[src/rtl/max7219_pkg.sv]
// Shared constants and types for the MAX7219 display sequencer.
// Optional runtime intensity port: MAX7219_INTENSITY_PORT_EN.
package max7219_pkg;

  localparam logic [7:0] REG_NOOP      = 8'h00;
  localparam logic [7:0] REG_DIGIT0    = 8'h01;
  localparam logic [7:0] REG_DECODE    = 8'h09;
  localparam logic [7:0] REG_INTENSITY = 8'h0A;
  localparam logic [7:0] REG_SCANLIM   = 8'h0B;
  localparam logic [7:0] REG_SHUTDOWN  = 8'h0C;
  localparam logic [7:0] REG_TEST      = 8'h0F;

  localparam int INIT_LEN           = 6;
  localparam int INIT_IDX_INTENSITY = 3;

  typedef enum logic [2:0] {
    ST_INIT,
    ST_IDLE,
    ST_LOAD,
    ST_WAIT_HI,
    ST_WAIT_LO,
    ST_GAP
  } state_e;

  typedef enum logic [1:0] {
    WK_INIT,
    WK_INT,
    WK_ROW
  } word_kind_e;

  // Index of the lowest set bit; 0 when the mask is empty.
  function automatic logic [2:0] lowest_set(input logic [7:0] mask);
    lowest_set = 3'd0;
    for (int i = 7; i >= 0; i--) begin
      if (mask[i]) lowest_set = 3'(i);
    end
  endfunction

endpackage

[src/rtl/max7219_busy_sync.sv]
// Two-flop synchronizer bringing the transmitter busy flag into sys_clk.
module max7219_busy_sync (
  input  logic sys_clk,
  input  logic _rst,
  input  logic async_i,
  output logic sync_o
);

  logic [1:0] sync_q;

  always_ff @(posedge sys_clk or negedge _rst) begin
    if (!_rst) sync_q <= 2'b00;
    else       sync_q <= {sync_q[0], async_i};
  end

  assign sync_o = sync_q[1];

endmodule

[src/rtl/max7219_display_ctrl.sv]
// MAX7219 sequencer: power-up program, then dirty-row streaming to the transmitter.
// Define MAX7219_INTENSITY_PORT_EN to add the runtime intensity input.
module max7219_display_ctrl
  import max7219_pkg::*;
#(
  parameter logic [7:0]  DECODE_MODE = 8'h00,
  parameter logic [2:0]  SCAN_LIMIT  = 3'd7,
  parameter logic [3:0]  INTENSITY   = 4'h8,
  parameter logic [15:0] TIMEOUT     = 16'd4095
) (
  input  logic       sys_clk,
  input  logic       _rst,
  input  logic       wr_en,
  input  logic [2:0] wr_row,
  input  logic [7:0] wr_data,
`ifdef MAX7219_INTENSITY_PORT_EN
  input  logic [3:0] intensity,
`endif
  output logic       ready,
  output logic       err,
  output logic       tx_str,
  output logic [7:0] tx_addr,
  output logic [7:0] tx_data,
  input  logic       tx_busy
);

  state_e     state_q, state_d;
  word_kind_e kind_q, kind_d;
  logic [2:0]  cmd_idx_q, cmd_idx_d;
  logic [2:0]  row_q, row_d;
  logic [7:0]  dirty_q, dirty_d;
  logic        tx_str_q, tx_str_d;
  logic [7:0]  tx_addr_q, tx_addr_d;
  logic [7:0]  tx_data_q, tx_data_d;
  logic        ready_q, ready_d;
  logic        err_q, err_d;
  logic [15:0] timer_q, timer_d;
  logic        gap_q, gap_d;
  logic        retry_q, retry_d;
  logic [7:0]  fb_q [8];

  logic        busy_s;
  logic [3:0]  int_cur;
  logic        int_pending;
  logic [15:0] init_word;

  max7219_busy_sync u_busy_sync (
    .sys_clk (sys_clk),
    ._rst    (_rst),
    .async_i (tx_busy),
    .sync_o  (busy_s)
  );

`ifdef MAX7219_INTENSITY_PORT_EN
  logic [3:0] int_sent_q, int_sent_d;

  assign int_cur     = intensity;
  assign int_pending = (intensity != int_sent_q);

  // Remember the brightness actually latched into a word, from init or an update.
  always_comb begin
    int_sent_d = int_sent_q;
    if (state_q == ST_LOAD &&
        (kind_q == WK_INT ||
         (kind_q == WK_INIT && cmd_idx_q == 3'(INIT_IDX_INTENSITY)))) begin
      int_sent_d = intensity;
    end
  end

  always_ff @(posedge sys_clk or negedge _rst) begin
    if (!_rst) int_sent_q <= INTENSITY;
    else       int_sent_q <= int_sent_d;
  end
`else
  assign int_cur     = INTENSITY;
  assign int_pending = 1'b0;
`endif

  always_comb begin
    case (cmd_idx_q)
      3'd0:    init_word = {REG_SHUTDOWN,  8'h00};
      3'd1:    init_word = {REG_DECODE,    DECODE_MODE};
      3'd2:    init_word = {REG_SCANLIM,   {5'b0, SCAN_LIMIT}};
      3'd3:    init_word = {REG_INTENSITY, {4'b0, int_cur}};
      3'd4:    init_word = {REG_TEST,      8'h00};
      default: init_word = {REG_SHUTDOWN,  8'h01};
    endcase
  end

  generate
    for (genvar gi = 0; gi < 8; gi++) begin : g_fb
      always_ff @(posedge sys_clk or negedge _rst) begin
        if (!_rst)                              fb_q[gi] <= 8'h00;
        else if (wr_en && wr_row == 3'(gi))     fb_q[gi] <= wr_data;
      end
    end
  endgenerate

  always_comb begin
    state_d   = state_q;
    kind_d    = kind_q;
    cmd_idx_d = cmd_idx_q;
    row_d     = row_q;
    dirty_d   = dirty_q;
    tx_str_d  = tx_str_q;
    tx_addr_d = tx_addr_q;
    tx_data_d = tx_data_q;
    ready_d   = ready_q;
    err_d     = err_q;
    timer_d   = timer_q;
    gap_d     = gap_q;
    retry_d   = retry_q;

    case (state_q)
      ST_INIT, ST_IDLE: begin
        if (cmd_idx_q < 3'(INIT_LEN)) begin
          kind_d  = WK_INIT;
          state_d = ST_LOAD;
        end else if (int_pending) begin
          kind_d  = WK_INT;
          state_d = ST_LOAD;
        end else if (|dirty_q) begin
          kind_d  = WK_ROW;
          row_d   = lowest_set(dirty_q);
          state_d = ST_LOAD;
        end
      end

      ST_LOAD: begin
        case (kind_q)
          WK_INIT: {tx_addr_d, tx_data_d} = init_word;
          WK_INT:  {tx_addr_d, tx_data_d} = {REG_INTENSITY, {4'b0, int_cur}};
          default: begin
            tx_addr_d      = REG_DIGIT0 + {5'b0, row_q};
            tx_data_d      = fb_q[row_q];
            dirty_d[row_q] = 1'b0;
          end
        endcase
        tx_str_d = 1'b1;
        timer_d  = 16'd0;
        state_d  = ST_WAIT_HI;
      end

      ST_WAIT_HI: begin
        if (busy_s) begin
          state_d = ST_WAIT_LO;
        end else if (timer_q == TIMEOUT - 16'd1) begin
          err_d    = 1'b1;
          tx_str_d = 1'b0;
          retry_d  = 1'b1;
          state_d  = ST_GAP;
        end else begin
          timer_d = timer_q + 16'd1;
        end
      end

      ST_WAIT_LO: begin
        if (!busy_s) begin
          tx_str_d = 1'b0;
          retry_d  = 1'b0;
          if (kind_q == WK_INIT) begin
            cmd_idx_d = cmd_idx_q + 3'd1;
            if (cmd_idx_q == 3'(INIT_LEN - 1)) ready_d = 1'b1;
          end
          state_d = ST_GAP;
        end
      end

      ST_GAP: begin
        if (!gap_q) begin
          gap_d = 1'b1;
        end else begin
          gap_d = 1'b0;
          // A timed-out word goes out again exactly as latched.
          if (retry_q) begin
            tx_str_d = 1'b1;
            timer_d  = 16'd0;
            state_d  = ST_WAIT_HI;
          end else begin
            state_d = ready_q ? ST_IDLE : ST_INIT;
          end
        end
      end

      default: state_d = ST_INIT;
    endcase

    // Host writes land after the LOAD clear so a same-cycle write keeps the row dirty.
    if (wr_en) dirty_d[wr_row] = 1'b1;
  end

  always_ff @(posedge sys_clk or negedge _rst) begin
    if (!_rst) begin
      state_q   <= ST_INIT;
      kind_q    <= WK_INIT;
      cmd_idx_q <= 3'd0;
      row_q     <= 3'd0;
      dirty_q   <= 8'hFF;
      tx_str_q  <= 1'b0;
      tx_addr_q <= 8'h00;
      tx_data_q <= 8'h00;
      ready_q   <= 1'b0;
      err_q     <= 1'b0;
      timer_q   <= 16'd0;
      gap_q     <= 1'b0;
      retry_q   <= 1'b0;
    end else begin
      state_q   <= state_d;
      kind_q    <= kind_d;
      cmd_idx_q <= cmd_idx_d;
      row_q     <= row_d;
      dirty_q   <= dirty_d;
      tx_str_q  <= tx_str_d;
      tx_addr_q <= tx_addr_d;
      tx_data_q <= tx_data_d;
      ready_q   <= ready_d;
      err_q     <= err_d;
      timer_q   <= timer_d;
      gap_q     <= gap_d;
      retry_q   <= retry_d;
    end
  end

  assign ready   = ready_q;
  assign err     = err_q;
  assign tx_str  = tx_str_q;
  assign tx_addr = tx_addr_q;
  assign tx_data = tx_data_q;

endmodule

[config.mk]
export PLATFORM = sky130hd
export DESIGN_NAME = max7219_display_ctrl
export DESIGN_NICKNAME = d
export VERILOG_FILES = /design/src/rtl/max7219_pkg.sv /design/src/rtl/max7219_busy_sync.sv /design/src/rtl/max7219_display_ctrl.sv
export SDC_FILE = /design/constraint.sdc
export NUM_CORES = 1
export LEC_CHECK = 0
export CAP_MARGIN = 20
export CORE_UTILIZATION = 56
export DETAILED_ROUTE_END_ITERATION = 10
export PLACE_DENSITY_LB_ADDON = 0.25
export RECOVER_POWER = 50
export SYNTH_ARGS = -nofsm -noshare
export SYNTH_HDL_FRONTEND = slang
export SYNTH_SLANG_ARGS = --single-unit
export TNS_END_PERCENT = 5
[constraint.sdc]
create_clock -name sys_clk -period 2.7 [get_ports sys_clk]
set_clock_uncertainty 0.05 [all_clocks]
set_input_delay 0.27 -clock sys_clk [delete_from_list [all_inputs] [get_ports sys_clk]]
set_output_delay 0.27 -clock sys_clk [all_outputs]
set_load 0.005 [all_outputs]
# Word-level counts from Yosys, hierarchy flattened

Index checks and enable logic that the tools add are counted.

$add $sub $neg: 3
Multipliers: 0
Divide/modulo/power cells: 0
$lt $le $gt $ge: 6
Eq/ne operators: 27
Shift operators: 0
Mux-type cells: 47
Bitwise logic cells: 6
Reduce and logical (&&, ||, !) cells: 30

Operators with widths:

| kind                                                | count |
|---|---|
| two-way mux 16 bit                                  | 4 |
| one-hot mux 11 bit (5 select lines)                 | 1 |
| one-hot mux 16 bit (3 select lines)                 | 1 |
| two-way mux 3 bit                                   | 14 |
| two-way mux 8 bit                                   | 5 |
| binary-select mux 8 bit (select 3 bit)              | 1 |
| == test 3 bit (second input constant)               | 8 |
| == test 3 x 2 -> 1 bit (second input constant)      | 6 |
| adder 16 x 1 -> 16 bit (second input constant)      | 1 |
| == test 16 x 12 -> 1 bit (second input constant)    | 1 |
| one-hot mux 8 bit (2 select lines)                  | 1 |
| one-hot mux 3 bit (5 select lines)                  | 1 |
| inequality test 2 bit (second input constant)       | 6 |
| AND reduction 4 bit                                 | 3 |
| two-way mux 1 bit                                   | 11 |
| logical AND 1 bit                                   | 10 |
| == test 3 x 1 -> 1 bit (second input constant)      | 3 |
| logical NOT 3 bit                                   | 3 |
| AND reduction 3 bit                                 | 3 |
| AND 8 bit                                           | 1 |
| < comparator 3 x 4 -> 1 bit (second input constant) | 2 |
| NOT 8 bit                                           | 1 |
| bitwise OR 8 bit                                    | 1 |
| one-hot mux 4 bit (2 select lines)                  | 1 |
| other kinds (23)                                    | 30 |

Register bits after elaboration: 122
Bits in latches: 0
Bits in writable memories: 0
Memory bits (read-only): 0
Memories kept: 0

# Depth between registers and ports, before layout

Depth in word-level cells: 10
Gate-level depth with buffers: 8

# Hierarchy

From an unflattened synthesis, not the netlist that was laid out.

Cell total of the unflattened synthesis: 469
Area total of the unflattened synthesis: 5690.5 µm²

Modules (own cells, without submodules):

| module               | times used | cells each | area an instance (µm²) |
|---|---|---|---|
| max7219_display_ctrl | 1          | 467        | 5640.4 |
| max7219_busy_sync    | 1          | 2          | 50.0 |

# Least setup slack after synthesis

OpenSTA, ideal clock, no wires.

Kind: register to register
Start point: register timer_q[0]
End point: register timer_q[9]
Data arrival time: 1899 ps
Slack: 630 ps
Cell stages (with the launch flop): 9
Path buffers: 1
Cell sequence: dfrtp_1 > inv_1 > ha_1 > nand4b_1 > or4_1 > buf_6 > o31ai_4 > nor4_1 > o22a_1

Cells in the longest elaborated chain, start to end: 4
Elaborated cells on any way between the ends: 7
Classes of those cells: 1 x add/sub; 2 x eq/ne; 3 x mux; 1 x reduce/logical

RTL lines:

| element                             | RTL line                    | text |
|---|---|---|
| from (decl)                         | max7219_display_ctrl.sv:37  | `logic [15:0] timer_q, timer_d;` |
| from (signal assigned)              | max7219_display_ctrl.sv:218 | `timer_q <= timer_d;` |
| adder 16 x 1 -> 16 bit              | max7219_display_ctrl.sv:153 | `timer_d = timer_q + 16'd1;` |
| two-way mux 16 bit                  | max7219_display_ctrl.sv:147 | `end else if (timer_q == TIMEOUT - 16'd1) begin` |
| two-way mux 16 bit                  | max7219_display_ctrl.sv:145 | `if (busy_s) begin` |
| one-hot mux 16 bit (3 select lines) | max7219_display_ctrl.sv:114 | `case (state_q)` |

Parallel ways exist; a longest one is shown, timed or not. The select of a mux whose other input is x is not followed.
A chain may end at the register's enable or synchronous reset.

# Worst setup path in the final report

Same ends and word-level chain as after synthesis.

==> qor.csv <==
stage,metric,value,unit
grt,grt_pass1_wl,21.1,mm
worst_setup_path,worstPathArrival,2690,ps
finish,num-nets-final,543,
yosys,synth_ff_type,dfrtp_1,
finish,layout-drive-gt1-share,26.9,%
flow_run,drv_cap,0,
yosys,synth_edf_count,0,
clocking,clock_sinks,117,
yosys,syn_area,5690,µm²
sta,fin_setup_tns,0,ps
sta,fmax,0.429,GHz
clocking,cts_inserted_buffers,17,
yosys,ys_ff_latch,117,
clocking,clockRootBuffer,clkbuf_8,
floorplanning,ios,34,
sta,hold_viol,0,
floorplanning,die_area,10600,µm²
routing,drt_iter0_markers,235,
routing,wl_per_cell,18.8,µm
floorplanning,die_w,103,µm
status,outcome,"finished, final reports clean",
floorplanning,die_h,103,µm
routing,drc,0,
yosys,syn-mean-instance-area,11.9,µm²
grt,grt_usage,27.1,%
sta,whs,252,ps
floorplanning,row_count,36,
grt,grt_max_degree,49,
worst_setup_path,crit_fanout,9,
sta,relSlewSlack,20.4,%
yosys,yosys_warnings,0,
sta,fin_crit_sh,86.4,%
worst_setup_path,startpoint_type,register,
floorplanning,core_area,9820,µm²
worst_setup_path,crit_path_end_kind,register,
place,gp_congestion,0.856,
power_and_ir_drop,powerDensity,907,nW/µm²
grt,grt_pass1_vias,4073,
clocking,cts_buffer_depth,2,
place,dpl.hpwl,8.06,mm
floorplanning,start_util,57.9,%
routing,ant_nets,0,
finish,nFillCells,723,
clocking,htreeDepth,4,
yosys,netlist_instances,476,
clocking,post_cts_buffers,0,
sta,worst_pin_slew,1190,ps
routing,wl,12.5,mm
routing,via_count,3979,
clocking,cts_tree,yes,
yosys,yosys-top-cells-area,"dfrtp_1, mux2_2, mux4_2, dfstp_2, o21ai_0",
finish,n_antenna_cell,0,
routing,via_per_inst,5.98,
clocking,clk_latency,520,ps
yosys,yosysSeqAreaShare,51.6,%
routing,dr.pass1.iters,4,
worst_setup_path,worstSetupPathType,reg -> reg,
yosys,synth_async_sr_flop_share,100,%
place,port_buffers,29,
grt,grt-ovfl-total,0,
sta,finalSetupViolations,0,
power_and_ir_drop,vdd_drop_max,0.000635,V
clocking,clk_pin_slew,50,ps
worst_setup_path,cp.required,3060,ps
yosys,yosysTopAreaCellShare,48.0,%
grt,antenna_found_initial,0,
sta,fin_crit,2330,ps
yosys,synth_top_area_cell,dfrtp_1,
power_and_ir_drop,p_leak,0.00273,µW
sta,rsz0062_at_grt,false,
min_path,worstHoldPathType,in -> reg,
finish,syn_to_final_growth,18.4,%
sta,slew_violations,0,
yosys,yosysUniqueCellTypes,50,
clocking,ctsResizeCount,0,
-- through the flow --
stage          instance area, µm²  util (%)  setup WS, ps  std cells  total power (µW)
2_1_floorplan                5700         -           630        479              3410
3_3_place_gp                 6170      62.8           441        632              3910
3_5_place_dp                 6170      62.8           387        632              3980
4_1_cts                      6740      68.7           369        665              6130
5_1_grt                      6730      68.6           239        665              6440
6_report                     6730      68.6           367        665              6110
-- cell families after synthesis --
| family | count (synthesis) | synth area share, % |
|---|---|---|
| simple gates | 124 | 11.8 |
| xor+xnor | 3 | 0.462 |
| fa+ha+maj | 9 | 1.98 |
| flops | 117 | 51.6 |
| buf+inv | 36 | 2.93 |
| compound gates | 95 | 10.1 |
| mux | 91 | 21.0 |
| other cells | 1 | 0.0659 |
-- final cells by class --
| cell class | count | area (µm²) | share of cell area (%) |
|---|---|---|---|
| tap | 133 | 166 | 2.47 |
| sequential | 117 | 2940 | 43.6 |
| clock inverter | 9 | 106 | 1.58 |
| clock buffer | 23 | 457 | 6.78 |
| timing repair buffer | 45 | 427 | 6.34 |
| inverter | 12 | 45.0 | 0.669 |
| multi-input combinational | 326 | 2590 | 38.5 |
-- layer usage --
metal / GRT usage [%] / vias up / routed length, µm
met4: 9.86 / 0 / 193
met3: 6.10 / 17 / 411
met2: 44.3 / 81 / 6280
met1: 35.6 / 2024 / 5600
li1: - / 1857 / -
met5: 0 / - / 0
-- flip-flops by register name (all words and copies together) (netlist names), 2 cells and up --
register,cells
row_q,3
tx_data,8
fb_q,64
state_q,3
tx_addr,4
cmd_idx_q,3
timer_q,16
dirty_q,8
u_busy_sync.sync_q,2
-- worst max-delay path: stages, from the launching register on --
cell and delay, ps:
dfrtp_1 450, inv_1 90, ha_1 140, nand4b_1 110, or4_1 600, o31ai_4 480
nor4_1 90, o22a_1 200
-- Yosys cell counts (4+ instances only) --
library cell and number:
nor2_1 15, clkbuf_1 13, or2_2 5, nor4_1 7, buf_2 4, a31oi_1 5, ha_1 9, mux2i_1 10
nor3_1 11, nand3_1 11, dfstp_2 8, nand2b_1 10, dfrtp_1 109, nand4_1 8, nand2_1 37, o31ai_1 7
mux4_2 16, or4_1 4, inv_1 12, mux2_2 65, o21ai_0 41, a21oi_1 20, buf_4 5, nand4b_1 4
-- power breakdown --
part	internal [µW]	switching [µW]
Combinational	765	706
Sequential	2140	363
Clock	1360	781
Total	4260	1850
-- final timing paths --
| kind | startpoint | end | slack [ps] | cells past startpoint |
|---|---|---|---|---|
| setup / recovery | timer_q[0] | timer_q[9] | 370 | 7 |
| hold reg to reg | u_busy_sync.sync_q[0] | u_busy_sync.sync_q[1] | 310 | 0 |
| min in group asynchronous | _rst | gap_q | 480 | 2 |
| hold / removal | tx_busy | u_busy_sync.sync_q[0] | 250 | 1 |
| setup reg to reg | timer_q[0] | timer_q[9] | 370 | 7 |
| max in group asynchronous | _rst | fb_q[48] | 900 | 3 |
-- placed cells by master (no fill, tap or decap), types with 4 or more instances in the layout --
master           Yosys  routed
or2_2                5       5
nand3_1             11      11
mux4_2              16      16
mux2i_1             10      10
or4_1                4       4
mux2_2              65      65
clkdlybuf4s50_1      0      26
o31ai_1              7       7
dfstp_2              8       8
clkbuf_16            0      16
conb_1               1       4
nor2_1              15      15
nor4_1               7       7
nor3_1              11      11
nand2_1             37      37
dfrtp_1            109     109
a21oi_1             20      20
buf_4                5      11
nand2b_1            10      10
ha_1                 9       9
a31oi_1              5       5
nand4_1              8       8
clkbuf_1            13       5
inv_1               12      12
o21ai_0             41      41
nand4b_1             4       4
-- repair_timing --
action                                 4_1_cts  5_1_grt
endpoints found under the hold margin       44        0
hold buffers                                 1        0
setup endpoints to repair                    0        0
Note: power is estimated with default switching activity, not from simulation.
